<file path="config.mk">
export PLATFORM = sky130hd
export DESIGN_NAME = i2s_rx
export DESIGN_NICKNAME = d
export VERILOG_FILES = /design/src/rtl/i2s_rx.sv
export SDC_FILE = /design/constraint.sdc
export NUM_CORES = 1
export LEC_CHECK = 0
export ABC_AREA = 1
export CAP_MARGIN = 15
export CORE_AREA = 8 8 86 88
export CTS_CLUSTER_DIAMETER = 150
export DETAILED_ROUTE_END_ITERATION = 6
export DIE_AREA = 0 0 94 96
export PLACE_DENSITY = 0.81
export REMOVE_ABC_BUFFERS = 1
export SLEW_MARGIN = 20
export SYNTH_ARGS = -nofsm -noshare
export SYNTH_HDL_FRONTEND = slang
export SYNTH_SLANG_ARGS = --single-unit
</file>
<file path="constraint.sdc">
create_clock -name clk -period 3.5 [get_ports clk]
set_input_delay 0.7 -clock clk [delete_from_list [all_inputs] [get_ports clk]]
set_output_delay 0.7 -clock clk [all_outputs]
set_load 0.005 [all_outputs]
</file>
<file path="src/rtl/i2s_rx.sv">
// I2S receiver: oversamples sck/ws/sdata in the clk domain and emits one
// {left, right} frame per WS period on a valid/ready interface.
module i2s_rx #(
    parameter int WORD_BITS   = 16,
    parameter int SYNC_STAGES = 2
) (
    input  logic                   clk,
    input  logic                   rst,
    input  logic                   sck,
    input  logic                   ws,
    input  logic                   serial_data_in,
    input  logic                   sample_ready,
    output logic [2*WORD_BITS-1:0] sample_out,
    output logic                   sample_valid,
    output logic                   overrun,
    output logic                   synced
);

    localparam int CW = $clog2(WORD_BITS + 1);
    localparam logic [CW-1:0] FULL = CW'(WORD_BITS);
    localparam logic [WORD_BITS-1:0] TOP = {1'b1, {(WORD_BITS-1){1'b0}}};

    typedef enum logic [1:0] {ALIGN, LEFT, RIGHT} state_t;

    state_t state, state_nx;

    logic [SYNC_STAGES-1:0] sck_q, ws_q, sd_q;
    logic sck_s, ws_s, sd_s, sck_d, ws_prev;
    logic sck_event, ws_rise, ws_fall;

    logic [CW-1:0] bit_cnt;
    logic [WORD_BITS-1:0] left_sr, right_sr, right_cap, bit_mask;

    logic cap_en, cap_left, cap_right, clr_left, clr_right, commit;
    logic transfer, load;

    always_ff @(posedge clk) begin
        if (rst) begin
            sck_q <= '0;
            ws_q  <= '0;
            sd_q  <= '0;
            sck_d <= 1'b0;
        end else begin
            sck_q <= {sck_q[SYNC_STAGES-2:0], sck};
            ws_q  <= {ws_q[SYNC_STAGES-2:0], ws};
            sd_q  <= {sd_q[SYNC_STAGES-2:0], serial_data_in};
            sck_d <= sck_s;
        end
    end

    assign sck_s = sck_q[SYNC_STAGES-1];
    assign ws_s  = ws_q[SYNC_STAGES-1];
    assign sd_s  = sd_q[SYNC_STAGES-1];

    assign sck_event = sck_s & ~sck_d;
    assign ws_rise   = sck_event & ws_s & ~ws_prev;
    assign ws_fall   = sck_event & ~ws_s & ws_prev;

    always_ff @(posedge clk) begin
        if (rst) state <= ALIGN;
        else     state <= state_nx;
    end

    always_comb begin
        state_nx = state;
        unique case (state)
            ALIGN:   if (ws_fall) state_nx = LEFT;
            LEFT:    if (ws_rise) state_nx = RIGHT;
            RIGHT:   if (ws_fall) state_nx = LEFT;
            default: state_nx = ALIGN;
        endcase
    end

    always_comb begin
        cap_en    = sck_event && (state != ALIGN) && (bit_cnt < FULL);
        cap_left  = cap_en && (state == LEFT);
        cap_right = cap_en && (state == RIGHT);
        clr_left  = (state_nx == LEFT) && (state != LEFT);
        clr_right = (state_nx == RIGHT) && (state != RIGHT);
        commit    = (state == RIGHT) && ws_fall;
    end

    // Bits land MSB-first at their final position, so short words come
    // out left-justified with zero LSBs for free.
    assign bit_mask  = TOP >> bit_cnt;
    assign right_cap = (cap_right && sd_s) ? (right_sr | bit_mask) : right_sr;

    assign transfer = sample_valid && sample_ready;
    assign load     = commit && (!sample_valid || sample_ready);

    always_ff @(posedge clk) begin
        if (rst) begin
            ws_prev      <= 1'b0;
            bit_cnt      <= '0;
            left_sr      <= '0;
            right_sr     <= '0;
            synced       <= 1'b0;
            sample_out   <= '0;
            sample_valid <= 1'b0;
            overrun      <= 1'b0;
        end else begin
            if (sck_event) ws_prev <= ws_s;

            if (state_nx != state) bit_cnt <= '0;
            else if (cap_en)       bit_cnt <= bit_cnt + CW'(1);

            if (clr_left)                left_sr <= '0;
            else if (cap_left && sd_s)   left_sr <= left_sr | bit_mask;

            if (clr_right) right_sr <= '0;
            else           right_sr <= right_cap;

            synced <= (state_nx != ALIGN);

            if (load) begin
                sample_out   <= {left_sr, right_cap};
                sample_valid <= 1'b1;
            end else if (transfer) begin
                sample_valid <= 1'b0;
            end

            if (commit && !load) overrun <= 1'b1;
        end
    end

endmodule

</file>
==> impl_metrics.py, run 1 <==
metrics = {
    "job": {
        "drv_cap": 0,
    },
    "pwr": {
        "p_leak_nw": 1.49,
        "total_power_mw": 1.72,
        "vdd_drop_max_mv": 0.260,
        "power_density_mw_per_mm2": 428,
    },
    "cts": {
        "postCtsSetupRepairBufs": 0,
        "cts_hold_buffers": 0,
        "path_clk_slew_ns": 0.08,
        "cts.sinks": 82,
        "htreeDepth": 3,
        "cts_tree": "built",
        "root_buffer": "clkbuf_8",
        "numCtsBuffers": 9,
        "cts_resized": 0,
        "clock_latency_ns": 0.34,
        "clk_path_buf_depth": 2,
    },
    "min_path": {
        "min_from": "sd_q[0]",
        "hp-class": "reg -> reg",
    },
    "logic_synthesis": {
        "synthesis.area_mm2": 0.00344,
        "syn_area_per_cell_um2": 7.77,
        "yosysSeqAreaShare_pct": 47.7,
        "synth_cell_types": 27,
        "syn_inst": 443,
        "ys_warn_count": 0,
        "ys_ff_latch": 82,
    },
    "cells_and_area": {
        "regArea_mm2": 0.00164,
        "nNetsFinal": 489,
        "multi_input_area_mm2": 0.00130,
        "areaGrowthSynthToFinish_pct": 17.0,
        "final_common_cell": "inv_1",
        "drive_gt1_share_pct": 8.92,
        "fin_util_pct": 66.0,
        "stdcell_area_mm2": 0.00403,
        "nFillCells": 513,
        "final_cell_mix": "88 x inv_1, 82 x dfxtp_1, 77 x nand2_1, 68 x a21oi_1",
        "finalNonFillerCells": 559,
        "antenna_cells": 0,
    },
    "floorplan": {
        "core_mm2": 0.00610,
        "dieWidth_um": 94,
        "row_count": 29,
        "ios": 41,
        "die_y_um": 96,
        "die_area_mm2": 0.00902,
        "start_util_pct": 56.4,
    },
    "timing": {
        "setup_viol": 0,
        "clock.fmax_mhz": 496,
        "skew_ns": 0.0105,
        "drv_slew": 0,
        "hold_viol": 0,
        "tns_ns": 0,
        "period_share_pct": 57.6,
        "period_minus_slack_ns": 2.02,
        "tightest_slew_ns": 0.586,
        "rsz0062_at_grt": "no",
        "setup_ws_ns": 1.48,
        "relSlewSlack_pct": 60.8,
        "whs_ns": 0.404,
    },
    "setup_path": {
        "cp_slowest_cell": "clkdlybuf4s50_1",
        "critPathBufInv": 4,
        "cp-end-kind": "flop",
        "cp_common_cell": "inv_1",
        "critPathKind": "in -> reg",
        "regToRegStartpoint": "sck_d",
        "worstSetupStartpointType": "input port",
        "crit_path_max_incr_delay_ns": 0.45,
        "critPathMaxFanout": 33,
        "cp_top_family": "buffers and inverters",
        "crit_arrival_ns": 2.25,
        "critPathLaunch": "sample_ready",
        "critical_path.cell_chain": "clkdlybuf4s50_1, nor2_1, inv_1, nand3_4, clkinv_4, nand3_1, nand2_1, inv_1",
        "cp.required_ns": 3.74,
    },
    "outcome": {
        "status": "complete, no violations",
    },
    "route": {
        "routedWlPerCell_um": 11.7,
        "dr.pass1.iters": 4,
        "antenna_left": 0,
        "viasPerCell": 4.86,
        "wirelength_mm": 6.57,
        "drc": 0,
        "drt_first_iter_violations": 131,
        "num_vias": 2716,
    },
    "placed_design": {
        "gp_congestion": 0.884,
        "place_area_mm2": 0.00380,
        "pre_cts_ws_ns": 1.14,
        "dp_hpwl_mm": 4.58,
        "place_inst": 543,
        "port_buffers": 40,
    },
    "global_route": {
        "overflow": 0,
        "grtUsageMet2_pct": 25.6,
        "track_usage_pct": 15.3,
        "antenna_found_initial": 0,
        "grt_first_pass_wirelength_mm": 11.2,
        "grt_max_degree": 43,
        "grt_busiest_layer": "met2",
        "grt_use_met3_pct": 3.43,
        "grtUsageMet1_pct": 18.1,
        "grt_pass1_vias": 2511,
    },
}
## cell usage after synthesis, drive strengths merged
cell          n  area share, %
nor3          1           0.15
nor2         38            5.9
dfxtp        82             48
ha            6            2.2
o21ai         4           0.69
clkbuf        6            1.2
nand3        51            9.5
buf          11            2.8
o21a          1           0.22
a21oi        68            9.9
nand2        79            8.8
xor2          1           0.25
clkinv        1           0.25
nand3b        1           0.22
dlygate4sd1   1           0.25
inv          92             10
## power breakdown
part           switching [mW]  internal [mW]  total, mW
registers             0.00156          0.936      0.937
logic                  0.0206        0.00866     0.0292
clock network           0.332          0.422      0.755
total                   0.354           1.37       1.72
## cell families after synthesis
kind of cell	synth area share (%)
compound gates	10.8
buf+inv	14.5
xor+xnor	0.255
simple gates	24.5
fa+ha+maj	2.18
flops	47.7
## path summary, 6_finish.rpt
check / slack (ns) / cells after the start / to
max: 1.48 / 8 / sample_out[15]
min: 0.40 / 2 / sd_q[1]
max reg2reg: 1.80 / 8 / sample_out[15]
min reg2reg: 0.40 / 2 / sd_q[1]
## state kept, by name, indices dropped and copies added, names as in the netlist
register	count
right_sr	16
sck_d	1
ws_prev	1
sck_q	2
state	2
left_sr	16
sd_q	2
sample_valid	1
bit_cnt	5
synced	1
sample_out	32
ws_q	2
overrun	1
## worst register-to-register path, cell delays in order (launching register included)
cell and delay, ns:
dfxtp_1 0.35, inv_2 0.05, nand2_1 0.08, nor2_4 0.18, nand3_4 0.34, clkinv_4 0.35
nand3_1 0.13, nand2_1 0.08, inv_1 0.04
## cell type report
cell class	count	share of cell area [%]
well taps	77	2.39
multi-input cells	250	32.3
repair buffers	41	10.1
flip-flops and latches	82	40.8
inverters	93	8.80
clock inverters	6	2.21
clock buffers	10	3.42
## routing by layer
metal | vias up | part of all wire, % | routed length (um)
li1 | 1430 | - | -
met1 | 1226 | 47 | 3070
met2 | 49 | 47 | 3080
met3 | 11 | 4.6 | 303
met4 | 0 | 1.7 | 113
met5 | - | 0 | 0
(Power assumes the default switching activity.)
==> run 2, diff against run 1 <==
--- a/config.mk
+++ b/config.mk
@@ -7,11 +7,11 @@
 export LEC_CHECK = 0
 export ABC_AREA = 1
 export CAP_MARGIN = 15
-export CORE_AREA = 8 8 86 88
+export CORE_AREA = 8 8 89 91
 export CTS_CLUSTER_DIAMETER = 150
 export DETAILED_ROUTE_END_ITERATION = 6
-export DIE_AREA = 0 0 94 96
-export PLACE_DENSITY = 0.81
+export DIE_AREA = 0 0 97 99
+export PLACE_DENSITY = 0.75
 export REMOVE_ABC_BUFFERS = 1
 export SLEW_MARGIN = 20
 export SYNTH_ARGS = -nofsm -noshare
==> constraint.sdc (replaced) <==
create_clock -name clk -period 2 [get_ports clk]
set_input_delay 0.4 -clock clk [delete_from_list [all_inputs] [get_ports clk]]
set_output_delay 0.4 -clock clk [all_outputs]
set_load 0.005 [all_outputs]
==> run 2 against run 1 <==
Compared with the run above:
- hold slack improved by 0.0010 ns
- non-clock buffer count is 2 higher
- clock-buffer cell count stayed put
- sequential share of layout area down 0.20 points
- worst setup slack worse by 1.1 ns
- final cell count rose by 0.89%
- first-iteration DRC count increased by 12%
- critical path depth did not move
- combinational power grew 73%
==> impl_metrics.py, run 2 (synthesis gave the netlist of run 1 again) <==
metrics = {
    "timing": {
        "hold_viol": 0,
        "relSlewSlack_pct": 63.6,
        "period_minus_slack_ns": 1.63,
        "setup_viol": 0,
        "rsz0062_at_grt": "no",
        "tightest_slew_ns": 0.545,
        "setup_ws_ns": 0.373,
        "skew_ns": 0.0104,
        "period_share_pct": 81.4,
        "tns_ns": 0,
        "drv_slew": 0,
        "clock.fmax_mhz": 615,
    },
    "setup_path": {
        "critPathMaxFanout": 21,
        "cp-end-kind": "flop",
        "critical_path.cell_chain": "inv_2, nand2_2, nand2_2, nor2_4, nand3_1, nand3_1, nand2_1, inv_1",
        "regToRegStartpoint": "state[0]",
        "critPathKind": "reg -> reg",
        "worstSetupStartpointType": "flop",
        "cp_slowest_cell": "nor2_4",
        "reg2reg_depth": 8,
        "r2r_end": "sample_out[13]",
        "r2r_setup_slack_ns": 0.37,
        "crit_path_max_incr_delay_ns": 0.43,
        "cp.required_ns": 2.30,
        "crit_arrival_ns": 1.93,
    },
    "cells_and_area": {
        "nFillCells": 571,
        "final_common_cell": "inv_1",
        "multi_input_area_mm2": 0.00130,
        "stdcell_area_mm2": 0.00405,
        "areaGrowthSynthToFinish_pct": 17.6,
        "final_cell_mix": "88 x inv_1, 82 x dfxtp_1, 77 x nand2_1, 68 x a21oi_1",
        "regArea_mm2": 0.00164,
        "largest_reg_flops": 32,
        "drive_gt1_share_pct": 9.30,
        "antenna_cells": 0,
        "nNetsFinal": 491,
        "reg_top3": "sample_out (32), left_sr (16), right_sr (16)",
        "regMostFlops": "sample_out",
    },
    "route": {
        "antenna_left": 0,
        "drc": 0,
        "dr.pass1.iters": 4,
        "routedWlPerCell_um": 11.5,
        "drt_first_iter_violations": 147,
        "viasPerCell": 4.76,
        "wirelength_mm": 6.46,
        "num_vias": 2684,
    },
    "floorplan": {
        "core_mm2": 0.00657,
        "row_count": 30,
        "dieWidth_um": 97,
        "ios": 41,
        "start_util_pct": 52.4,
        "die_area_mm2": 0.00960,
        "die_y_um": 99,
    },
    "min_path": {
        "min_from": "ws_q[0]",
        "min_path_cells": 2,
        "hp-class": "reg -> reg",
        "holdPathEnd": "ws_q[1]",
    },
    "global_route": {
        "track_usage_pct": 14.2,
        "antenna_found_initial": 0,
        "overflow": 0,
        "grt_max_degree": 43,
        "grt_first_pass_wirelength_mm": 11.3,
        "grt_pass1_vias": 2546,
    },
    "cts": {
        "cts_hold_buffers": 0,
        "cts_resized": 0,
        "root_buffer": "clkbuf_8",
        "htreeDepth": 3,
        "cts.sinks": 82,
        "cts_tree": "built",
        "numCtsBuffers": 9,
        "postCtsSetupRepairBufs": 0,
        "path_clk_slew_ns": 0.08,
        "clock_latency_ns": 0.35,
        "clk_path_buf_depth": 2,
    },
    "pwr": {
        "vdd_drop_max_mv": 0.414,
        "total_power_mw": 3.01,
        "p_leak_nw": 1.50,
        "power_density_mw_per_mm2": 745,
    },
    "placed_design": {
        "port_buffers": 40,
        "gp_congestion": 0.876,
        "pre_cts_ws_ns": 0.161,
        "dp_hpwl_mm": 4.64,
        "place_area_mm2": 0.00382,
    },
    "outcome": {
        "status": "complete, no violations",
    },
    "job": {
        "drv_cap": 0,
    },
}
run 2: worst max-delay path by stage:
stage | from | to | cells after the start
detailed placement | sample_ready | sample_out[3] | 8
global placement | sample_ready | sample_out[9] | 8
CTS | sample_out[5] | sample_out[5] | 1
floorplan | sck_d | sample_out[0] | 8
finish | state[0] | sample_out[13] | 8
global route | state[0] | sample_out[13] | 8
run 2: worst max-delay path, delay by kind of cell (launching register included):
family	cells	cell delay (ns)
buf+inv	2	0.14
flops	1	0.41
simple gates	6	1.04
run 2: per-stage QoR:
step                hold WS [ns]  util (%)  std cells
floorplan                  0.388         -        425
global placement           0.393      58.1        548
detailed placement         0.395      58.1        548
CTS                        0.406      61.6        564
global route               0.420      61.6        564
finish                     0.405      61.6        564
run 2: cell type report:
type / instances / share of cell area [%]
clock buffer: 10 / 3.40
sequential: 82 / 40.6
inverter: 93 / 8.75
timing repair buffer: 43 / 10.5
tap: 80 / 2.47
clock inverter: 6 / 2.23
multi-input combinational: 250 / 32.1
run 2: report_power, final:
| part | leakage [nW] | internal, mW | switching (mW) |
|---|---|---|---|
| combinational | 0.734 | 0.0152 | 0.0353 |
| sequential | 0.662 | 1.64 | 0.00277 |
| clock | 0.101 | 0.736 | 0.586 |
| total | 1.50 | 2.39 | 0.624 |
run 2: routing by layer:
layer  vias up  wire length, um  GRT usage (%)
met5         -                0              0
met4         0              171           8.76
met3        13              310           4.13
met2        59             2960           22.2
met1      1171             3020           16.7
li1       1441                -              -
==> run 3, diff against run 2 <==
==> constraint.sdc (replaced) <==
create_clock -name clk -period 1.5 [get_ports clk]
set_input_delay 0.3 -clock clk [delete_from_list [all_inputs] [get_ports clk]]
set_output_delay 0.3 -clock clk [all_outputs]
set_load 0.005 [all_outputs]
==> run 3 against run 2 <==
Compared with the run above:
- non-clock buffer count up 9
- critical path type is now reg -> out
- first-iteration DRC count up 22%
- hold slack better by 0.0011 ns
- critical path depth down 7
- wire length up 3.9%
- final cell count up 1.2%
==> impl_metrics.py, run 3 (synthesis gave the netlist of run 1 again) <==
metrics = {
    "global_route": {
        "overflow": 0,
        "track_usage_pct": 14.6,
        "grt_max_degree": 43,
        "grt_first_pass_wirelength_mm": 11.8,
        "antenna_found_initial": 0,
        "grt_pass1_vias": 2674,
    },
    "placed_design": {
        "port_buffers": 40,
        "dp_hpwl_mm": 4.81,
        "gp_congestion": 0.849,
        "place_area_mm2": 0.00390,
        "pre_cts_ws_ns": -0.103,
    },
    "setup_path": {
        "critical_path.cell_chain": "clkdlybuf4s50_1",
        "cp-end-kind": "primary output",
        "critPathKind": "reg -> out",
        "crit_arrival_ns": 1.16,
        "critPathBufInv": 1,
        "cp.required_ns": 1.20,
        "crit_path_max_incr_delay_ns": 0.50,
        "critPathMaxFanout": 1,
        "cp_slowest_cell": "clkdlybuf4s50_1",
        "cp_top_family": "buffers and inverters",
        "worstSetupStartpointType": "flop",
    },
    "timing": {
        "setup_viol": 0,
        "period_share_pct": 97.5,
        "drv_slew": 0,
        "rsz0062_at_grt": "no",
        "relSlewSlack_pct": 79.8,
        "skew_ns": 0.00495,
        "hold_viol": 0,
        "setup_ws_ns": 0.0369,
        "clock.fmax_mhz": 683,
        "tightest_slew_ns": 0.300,
        "period_minus_slack_ns": 1.46,
    },
    "cells_and_area": {
        "final_common_cell": "inv_1",
        "nNetsFinal": 500,
        "areaGrowthSynthToFinish_pct": 20.7,
        "largest_reg_flops": 32,
        "antenna_cells": 0,
        "stdcell_area_mm2": 0.00415,
        "regMostFlops": "sample_out",
        "final_cell_mix": "88 x inv_1, 77 x nand2_1, 77 x dfxtp_1, 68 x a21oi_1, 40 x nand3_1",
        "reg_top3": "sample_out (32), left_sr (16), right_sr (16)",
        "drive_gt1_share_pct": 12.0,
    },
    "route": {
        "routedWlPerCell_um": 11.7,
        "antenna_left": 0,
        "drc": 0,
        "dr.pass1.iters": 4,
        "drt_first_iter_violations": 179,
        "num_vias": 2758,
        "wirelength_mm": 6.71,
        "viasPerCell": 4.83,
    },
    "cts": {
        "cts_tree": "built",
        "root_buffer": "clkbuf_8",
        "cts.sinks": 82,
        "clock_latency_ns": 0.34,
        "cts_hold_buffers": 0,
        "clk_path_buf_depth": 2,
        "htreeDepth": 3,
        "numCtsBuffers": 9,
        "path_clk_slew_ns": 0.07,
    },
    "outcome": {
        "status": "complete, no violations",
    },
    "pwr": {
        "power_density_mw_per_mm2": 921,
        "p_leak_nw": 1.91,
        "total_power_mw": 3.83,
        "vdd_drop_max_mv": 0.590,
    },
    "floorplan": {
        "dieWidth_um": 97,
        "row_count": 30,
        "die_y_um": 99,
        "die_area_mm2": 0.00960,
        "ios": 41,
        "core_mm2": 0.00657,
        "start_util_pct": 52.4,
    },
    "job": {
        "drv_cap": 0,
    },
    "min_path": {
        "hp-class": "reg -> reg",
    },
}
## run 3: cell count changes in the layout (fill, tap and decap cells not counted), sizes merged
cell / before / now
buf: 3 / 12
bufinv: 2 / 1
clkbuf: 10 / 12
clkdlybuf4s50: 40 / 7
clkinvlp: 4 / 1
dlygate4sd2: 0 / 19
dlymetal6s2s: 0 / 14
## run 3: stage by stage
stage / cells / util (%) / hold slack, ns / TNS, ns
final: 571 / 63.2 / 0.406 / 0
after global routing: 571 / 63.2 / 0.436 / 0
after detailed placement: 552 / 59.3 / 0.398 / -2.17
after global placement: 552 / 59.3 / 0.392 / -1.13
after CTS: 566 / 61.9 / 0.408 / 0
after floorplan: 425 / - / 0.369 / 0
## run 3: layer usage
| layer | vias to the layer above | routed length [um] | track usage, % |
|---|---|---|---|
| met5 | - | 0 | 0 |
| met2 | 58 | 3230 | 24.8 |
| met3 | 11 | 290 | 3.57 |
| met4 | 0 | 130 | 6.98 |
| met1 | 1237 | 3060 | 16.9 |
| li1 | 1452 | - | - |
## run 3: area by class of cell
cell class | count | area [um^2]
Tap cell | 80 | 100
Timing Repair Buffer | 52 | 552
Fill cell | 560 | 2420
Multi-Input combinational cell | 250 | 1310
Clock buffer | 12 | 155
Clock inverter | 2 | 37.5
Inverter | 93 | 354
Sequential cell | 82 | 1650
## run 3: report_power, final
group | internal [mW] | total, mW | leakage [nW] | switching (mW)
clock network | 0.843 | 1.55 | 0.0946 | 0.710
registers | 2.18 | 2.19 | 0.664 | 0.00371
logic | 0.0345 | 0.0854 | 1.15 | 0.0509
total | 3.06 | 3.83 | 1.91 | 0.765
## run 3: worst paths after layout
check	startpoint	to	slack, ns	cells past startpoint
setup / recovery	synced	synced	0.04	1
hold / removal	sck_q[0]	sck_q[1]	0.41	2
setup reg to reg	state[1]	sample_out[10]	0.11	9
hold reg to reg	sck_q[0]	sck_q[1]	0.41	2
## run 3: what timing repair did
item | CTS | global route
gates cloned | 0 | 0
endpoints found under the setup margin | 20 | 22
resized for setup | 21 | 20
buffers inserted | 0 | 5
pin swaps | 0 | 1
## run 3: worst reg2reg max path, cell delays in order (launching register included)
cell and delay [ns]:
dfxtp_1 0.40, inv_2 0.08, nor2_4 0.14, inv_2 0.09
nor2_8 0.20, buf_4 0.16, nand3_1 0.09, nand3_1 0.09
nand2_1 0.05, inv_1 0.04
